--- config.mk ---
export PLATFORM = sky130hd
export DESIGN_NAME = imem_loader_flat
export DESIGN_NICKNAME = d
export VERILOG_FILES = /design/src/rtl/imem_loader_if.sv /design/src/rtl/imem_loader.sv /design/src/flat_wrapper.sv
export SDC_FILE = /design/constraint.sdc
export NUM_CORES = 1
export LEC_CHECK = 0
export CORE_ASPECT_RATIO = 1.5
export CORE_UTILIZATION = 45
export CTS_BUF_LIST = sky130_fd_sc_hd__clkbuf_4
export CTS_CLUSTER_DIAMETER = 150
export DETAILED_ROUTE_END_ITERATION = 8
export GPL_TIMING_DRIVEN = 0
export HOLD_SLACK_MARGIN = 0.1
export PLACE_DENSITY = 0.64
export SLEW_MARGIN = 20
export SYNTH_ARGS = -nofsm -noshare
export SYNTH_HDL_FRONTEND = slang
export SYNTH_SLANG_ARGS = --single-unit
--- constraint.sdc ---
create_clock -name i_clk -period 6.51 [get_ports i_clk]
set_clock_uncertainty 0.2 [all_clocks]
set_input_delay 1.953 -clock i_clk [delete_from_list [all_inputs] [get_ports i_clk]]
set_output_delay 1.953 -clock i_clk [all_outputs]
set_load 0.05 [all_outputs]
--- src/rtl/imem_loader_if.sv ---
// Byte-stream handshake and instruction-memory write bus for the boot loader.
// The master is the byte source / memory side; the slave is the loader.
interface imem_loader_if;
  logic        byte_valid;
  logic [7:0]  byte_data;
  logic        byte_ready;
  logic        imem_we;
  logic [31:0] imem_waddr;
  logic [31:0] imem_wdata;

  modport master (
    output byte_valid, byte_data,
    input  byte_ready, imem_we, imem_waddr, imem_wdata
  );

  modport slave (
    input  byte_valid, byte_data,
    output byte_ready, imem_we, imem_waddr, imem_wdata
  );
endinterface

--- src/rtl/imem_loader.sv ---
// Framed byte-stream loader: assembles little-endian words into instruction
// memory, checks a trailing XOR checksum and holds the core in reset until done.
module imem_loader #(
  parameter int unsigned InstLength = 256
) (
  input  logic         i_clk,
  input  logic         i_rst_n,
  input  logic         i_restart,
  imem_loader_if.slave bus,
  output logic         o_core_rst_n,
  output logic         o_load_done,
  output logic         o_load_error
);

  typedef enum logic [2:0] {
    S_HDR_LO,
    S_HDR_HI,
    S_LEN_CHK,
    S_PAYLOAD,
    S_CSUM,
    S_DONE,
    S_ERROR
  } state_t;

  state_t      r_state;
  logic [15:0] r_len;
  logic [15:0] r_word_cnt;
  logic [1:0]  r_lane;
  logic [23:0] r_asm;
  logic [7:0]  r_xor;
  logic        r_we;
  logic [31:0] r_waddr;
  logic [31:0] r_wdata;
  logic        r_core_rst_n;
  logic        r_done;
  logic        r_error;

  logic        w_ready;
  logic        w_accept;
  logic        w_last_word;

  // Ready is gated by the raw reset so it reads 0 while rst_n is held low.
  always_comb begin
    w_ready = 1'b0;
    case (r_state)
      S_HDR_LO, S_HDR_HI, S_PAYLOAD, S_CSUM: w_ready = i_rst_n;
      default:                               w_ready = 1'b0;
    endcase
  end

  assign w_accept    = bus.byte_valid && w_ready;
  assign w_last_word = (r_word_cnt + 16'd1) == r_len;

  always_ff @(posedge i_clk or negedge i_rst_n) begin
    if (!i_rst_n) begin
      r_state      <= S_HDR_LO;
      r_len        <= '0;
      r_word_cnt   <= '0;
      r_lane       <= '0;
      r_asm        <= '0;
      r_xor        <= '0;
      r_we         <= 1'b0;
      r_waddr      <= '0;
      r_wdata      <= '0;
      r_core_rst_n <= 1'b0;
      r_done       <= 1'b0;
      r_error      <= 1'b0;
    end else begin
      r_we <= 1'b0;
      if (i_restart) begin
        // Restart wins over a same-cycle accept: the byte and its write are dropped.
        r_state      <= S_HDR_LO;
        r_len        <= '0;
        r_word_cnt   <= '0;
        r_lane       <= '0;
        r_xor        <= '0;
        r_core_rst_n <= 1'b0;
        r_done       <= 1'b0;
        r_error      <= 1'b0;
      end else begin
        case (r_state)
          S_HDR_LO: begin
            if (w_accept) begin
              r_len[7:0] <= bus.byte_data;
              r_state    <= S_HDR_HI;
            end
          end
          S_HDR_HI: begin
            if (w_accept) begin
              r_len[15:8] <= bus.byte_data;
              r_state     <= S_LEN_CHK;
            end
          end
          S_LEN_CHK: begin
            if (r_len == 16'd0 || 32'(r_len) > InstLength) begin
              r_error <= 1'b1;
              r_state <= S_ERROR;
            end else begin
              r_state <= S_PAYLOAD;
            end
          end
          S_PAYLOAD: begin
            if (w_accept) begin
              r_xor  <= r_xor ^ bus.byte_data;
              r_lane <= r_lane + 2'd1;
              r_asm  <= {bus.byte_data, r_asm[23:8]};
              if (r_lane == 2'd3) begin
                r_we       <= 1'b1;
                r_waddr    <= 32'(r_word_cnt);
                r_wdata    <= {bus.byte_data, r_asm};
                r_word_cnt <= r_word_cnt + 16'd1;
                if (w_last_word) r_state <= S_CSUM;
              end
            end
          end
          S_CSUM: begin
            if (w_accept) begin
              if (bus.byte_data == r_xor) begin
                r_done       <= 1'b1;
                r_core_rst_n <= 1'b1;
                r_state      <= S_DONE;
              end else begin
                r_error <= 1'b1;
                r_state <= S_ERROR;
              end
            end
          end
          default: ;
        endcase
      end
    end
  end

  assign bus.byte_ready = w_ready;
  assign bus.imem_we    = r_we;
  assign bus.imem_waddr = r_waddr;
  assign bus.imem_wdata = r_wdata;
  assign o_core_rst_n   = r_core_rst_n;
  assign o_load_done    = r_done;
  assign o_load_error   = r_error;

endmodule
--- src/flat_wrapper.sv ---
// flat-port wrapper written by rule: the top's interface ports become plain ports
module imem_loader_flat 
#(
  parameter int unsigned InstLength = 256
)
  (i_clk, i_rst_n, i_restart, o_core_rst_n, o_load_done, o_load_error, bus_byte_valid, bus_byte_data, bus_byte_ready, bus_imem_we, bus_imem_waddr, bus_imem_wdata);
  imem_loader_if bus_i ();
  input  logic i_clk;
  input  logic i_rst_n;
  input  logic i_restart;
  output logic o_core_rst_n;
  output logic o_load_done;
  output logic o_load_error;
  input wire logic [$bits(bus_i.byte_valid)-1:0] bus_byte_valid;
  input wire logic [$bits(bus_i.byte_data)-1:0] bus_byte_data;
  output wire logic [$bits(bus_i.byte_ready)-1:0] bus_byte_ready;
  output wire logic [$bits(bus_i.imem_we)-1:0] bus_imem_we;
  output wire logic [$bits(bus_i.imem_waddr)-1:0] bus_imem_waddr;
  output wire logic [$bits(bus_i.imem_wdata)-1:0] bus_imem_wdata;
  assign bus_i.byte_valid = bus_byte_valid;
  assign bus_i.byte_data = bus_byte_data;
  assign bus_byte_ready = bus_i.byte_ready;
  assign bus_imem_we = bus_i.imem_we;
  assign bus_imem_waddr = bus_i.imem_waddr;
  assign bus_imem_wdata = bus_i.imem_wdata;
  imem_loader #(.InstLength(InstLength)) u_core (.i_clk(i_clk), .i_rst_n(i_rst_n), .i_restart(i_restart), .bus(bus_i), .o_core_rst_n(o_core_rst_n), .o_load_done(o_load_done), .o_load_error(o_load_error));
endmodule
After elaboration in Yosys (flattened, before gate mapping)
Index checks and enable logic that the tools add are counted.
Widths: inputs -> output; s select.
{"block": "totals", "regBits": 120, "latchBits": 0, "mem_bits_rw": 0, "rom_bits": 0, "inputBits": 12, "output_inout_bits": 69, "wordCells": 93, "n_memories": 0}
{"block": "classes", "n_addsub": 2, "n_mul": 0, "n_div": 0, "order_cmp": 1, "eq_ne": 15, "n_shift": 0, "n_mux": 38, "n_bitwise": 2, "reduce_logical": 23}
{"cell": "$mux 16", "n": 5}
{"cell": "$mux 8", "n": 6}
{"cell": "$mux 3", "n": 8}
{"cell": "$ne 3x2->1 const B", "n": 7}
{"cell": "$add 16x1->16 const B", "n": 1}
{"cell": "$eq 16x16->1", "n": 1}
{"cell": "$gt 16x9->1 const B", "n": 1}
{"cell": "$logic_not 16->1", "n": 1}
{"cell": "$pmux 3 s5", "n": 1}
{"cell": "$reduce_bool 2->1", "n": 7}
{"cell": "$mux 1", "n": 13}
{"cell": "$reduce_and 3->1", "n": 3}
{"cell": "$eq 8x8->1", "n": 1}
{"cell": "$mux 2", "n": 4}
{"cell": "$reduce_and 4->1", "n": 2}
{"cell": "$xor 8x8->8", "n": 1}
{"cell": "$reduce_and 7->1", "n": 1}
{"cell": "$eq 3x2->1 const B", "n": 2}
{"cell": "$reduce_and 2->1", "n": 3}
{"cell": "$reduce_bool 6->1", "n": 1}
{"cell": "$reduce_or 4->1", "n": 1}
{"cell": "$eq 3x1->1 const B", "n": 1}
{"cell": "$eq 3x3->1 const B", "n": 1}
{"cell": "$logic_not 3->1", "n": 1}
{"cell": "8 further kinds", "n": 8}

Logic depth before layout (Yosys ltp)
{"block": "depth", "ltp_word": 7, "mapped_depth": 12, "mapped_depth_nobuf": 9}

Worst setup path after synthesis
Ideal clock, no wire load.
{"block": "synth_timing", "kind": "input port to output port", "startpoint": "input port i_rst_n", "endpoint": "output port bus_byte_ready", "arrival_time_ns": 2.391, "required_time_ns": 4.357, "setup_slack_ns": 1.966, "stages": 1, "n_path_buf": 0, "path_cell_list": "and3_1"}
{"block": "synth_via", "elab_chain_len": 1}
{"element": "start, declared", "line_no": "flat_wrapper.sv:9", "text": "input logic i_rst_n;"}
{"element": "$mux 1", "line_no": "imem_loader.sv:45", "text": "case (r_state)"}
{"element": "end, declared", "line_no": "flat_wrapper.sv:16", "text": "output wire logic [$bits(bus_i.byte_ready)-1:0] bus_byte_ready;"}
No other way between the ends.

Worst setup path after layout
Ends and elaborated chain as after synthesis.

==> metrics <==
CTS clock-pin slew for the worst setup and hold paths=0.10 ns; Placed Area=6780 um^2; Clock power frac=30.4%; Final Hold Fails=0; slew margin rel.=50.3%; Startpoint Class=input port; vias in the first global route=3994; CTS root buf=clkbuf_4; Total Power=1.55 mW; worst skew pair latency=0.51 ns; Layout area overhead=20.1%; most common cell in the netlist=dfrtp_1; via count=3914; Yosys warning count=0; number of I/O pins=81; Synth cell types=54; top cell type's share of synthesized area=51.3%; fin cells=between 700 and 800; Chip Width=95.1 um; Residual DRC=0; placed cell count=around 740; Sink Count=120; routability cong.=around 0.88; Die ar.=approximately 13000 um^2; sequential-to-total area share from yosys stat=51.3%; Site Rows=50; Peak VDD IR=0.000139 V; Starting Density=a little under half; R2R Setup Slk=3.32 ns; top_reg_cell synth=dfrtp_1; routed wire length=12600 um; worst reg2reg path depth=8; largest net degree at the start of global routing=between 60 and 70; Post-CTS Resized=0; total track usage=just over 20%; Setup crit end=bus_byte_ready; H-tree depth=4; Synth top cells by count=dfrtp_1 (120), mux2_2 (65), nor2_1 (41); Mapped Area=5850 um^2; fin crit period=about 5.6 ns; Post CTS Setup Buffer Count=0; final worst slack=0.921 ns; Synth Register Bits=120; Pint=1.08 mW; Die H=142 um; Net Sw Frac=30.0%; routed length per placed instance=about 16 um; initial detailed-routing violation count=236; first-pass GRT wire length=20900 um; final worst-path cycle share=85.9%; Pwr Density=220 nW/um^2; drt first pass iters=4; leakage=around 3.1 nW; Setup TNS=0 ns; CTS Hold Bufs=0; initial antenna violation count=1; critical path startpoint=i_rst_n; CTS Buf Count=17; Seq pwr share=53.8%; core area=12600 um^2; Reg-to-Reg Start=u_core.r_word_cnt[0]$_DFFE_PN0P_; IO Port Bufs=64; Post-Place Worst Slack=0.865 ns; CTS Buffer Depth=2; layout cells sized above 1=25.7%; Post-DRT Antenna Nets=0; Hold Path Origin=u_core.bus.imem_waddr[13]$_DFFE_PN0P_; synth top area cells=dfrtp_1 (51%), mux2_2 (13%), xnor2_1 (4.3%); worst hold path class=register to register; crit path DAT=about 3.4 ns; syn avg cell area=11.7 um^2; final setup violation count=0; Mapped Cells=501; cell taking the most area after synthesis=dfrtp_1; worst r2r dst=u_core.r_state[0]$_DFFE_PN0P_; final instance area=7030 um^2; CP required=about 4.4 ns; Slew Viols, Final=0; CP Class=input port to output pin; status=complete, no violations; maxcap violations=0; Post-synth EDFFs=0; CTS tree=done; Via density=5.09; Post-DP HPWL=9160 um; Net count, final=614; CP max FO=60; RSZ-0062 raised after global routing=no; Sw Pwr=0.465 mW; actual slew at the worst max-slew pin=~0.74 ns; fmax=0.179 GHz; gr ovfl total=0; asr flop ratio synth=100%; Gate power share=15.8%; Worst setup EP type=output pin
[routing by layer]
metal / track usage (%) / up-vias / routed length, um
met1: 23.8 / 1935 / 5100
met4: 7.66 / 0 / 234
met5: 0 / - / 0
li1: - / 1886 / -
met3: 4.66 / 17 / 414
met2: 36.7 / 76 / 6840
[final cells by class]
class / instances / area, um^2
Antenna cell: 1 / 2.50
Clock inverter: 13 / 108
Clock buffer: 18 / 135
Sequential cell: 120 / 3000
Tap cell: 156 / 195
Inverter: 4 / 15.0
Timing Repair Buffer: 65 / 669
Fill cell: 1125 / 5550
Multi-Input combinational cell: 347 / 2590
Buffer: 45 / 308
[worst min-delay path by stage]
| stage | endpoint | slack [ns] | cells after the start |
|---|---|---|---|
| 4_1_cts | u_core.bus.imem_wdata[3]$_DFFE_PN0P_ | 0.31 | 1 |
| 3_5_place_dp | u_core.r_asm[1]$_DFFE_PN0P_ | 0.29 | 1 |
| 3_3_place_gp | u_core.r_asm[3]$_DFFE_PN0P_ | 0.29 | 1 |
| 2_1_floorplan | u_core.r_asm[0]$_DFFE_PN0P_ | 0.27 | 1 |
| 6_report | u_core.bus.imem_waddr[13]$_DFFE_PN0P_ | 0.31 | 1 |
| 5_1_grt | u_core.bus.imem_wdata[11]$_DFFE_PN0P_ | 0.34 | 1 |
[through the flow]
step	hold slack (ns)	util, %
2_1_floorplan	0.275	-
4_1_cts	0.313	55.9
6_report	0.312	55.9
3_3_place_gp	0.288	53.6
5_1_grt	0.337	55.9
3_5_place_dp	0.292	53.9
[flip-flops by register name, summed over array words and instances, names as in the netlist]
signal                 flops
u_core.r_word_cnt         16
u_core.bus.imem_waddr     16
u_core.o_load_error        1
u_core.r_xor               8
u_core.r_asm              24
u_core.o_core_rst_n        1
u_core.bus.imem_we         1
u_core.r_lane              2
u_core.r_state             3
u_core.r_len              16
u_core.bus.imem_wdata     32
[kinds of logic (layout without fill, tap and decap cells)]
| group | after synthesis | in the layout | share of synthesized area, % |
|---|---|---|---|
| other | 1 | 17 | 0.0641 |
| DFF | 120 | 120 | 51.3 |
| muxes | 84 | 84 | 16.6 |
| and+or+nand+nor | 162 | 162 | 15.1 |
| adders and majority gates | 2 | 2 | 0.428 |
| AOI/OAI and AO/OA | 35 | 35 | 3.81 |
| buffers and inverters | 49 | 145 | 5.52 |
| xor gates and xnor gates | 48 | 48 | 7.19 |
[power by group through the flow]
stage / logic [mW] / registers (mW) / clock network (mW)
floorplan: 0.176 / 0.837 / 0
global placement: 0.236 / 0.844 / 0
detailed placement: 0.247 / 0.846 / 0
CTS: 0.247 / 0.832 / 0.487
global route: 0.270 / 0.839 / 0.515
finish: 0.245 / 0.831 / 0.471
[worst max-delay path: stages]
cell and delay (ns):
buf_6 0.44, and3_1 0.24, clkdlybuf4s50_1 0.80
[placed cells by master, fill, tap and decap left out, types with 2 or more instances in the layout]
cell type | synthesis | layout
nand2_1 | 38 | 38
buf_6 | 3 | 4
nand4_2 | 2 | 2
buf_2 | 8 | 8
nor3_1 | 10 | 10
xor2_1 | 19 | 19
o21ai_0 | 15 | 15
and3_1 | 3 | 3
clkinv_1 | 0 | 2
ha_1 | 2 | 2
mux2_2 | 65 | 65
clkbuf_4 | 0 | 18
nand4_1 | 5 | 5
clkinv_2 | 0 | 3
nand3_1 | 10 | 10
nor4_1 | 7 | 7
dfrtp_1 | 120 | 120
nand2b_1 | 13 | 13
nor2_1 | 41 | 41
or3_1 | 8 | 8
clkbuf_1 | 8 | 8
conb_1 | 1 | 16
buf_4 | 21 | 21
nor2b_1 | 3 | 3
inv_1 | 4 | 4
nor4_4 | 1 | 2
a21oi_1 | 11 | 11
buf_1 | 3 | 3
mux2_4 | 10 | 10
and2_1 | 2 | 2
clkinvlp_4 | 0 | 5
or4_1 | 4 | 4
clkdlybuf4s50_1 | 0 | 63
xnor2_1 | 29 | 29
nor3b_1 | 2 | 2
mux2i_1 | 9 | 9
No activity file was read; power rests on OpenSTA's default activity.
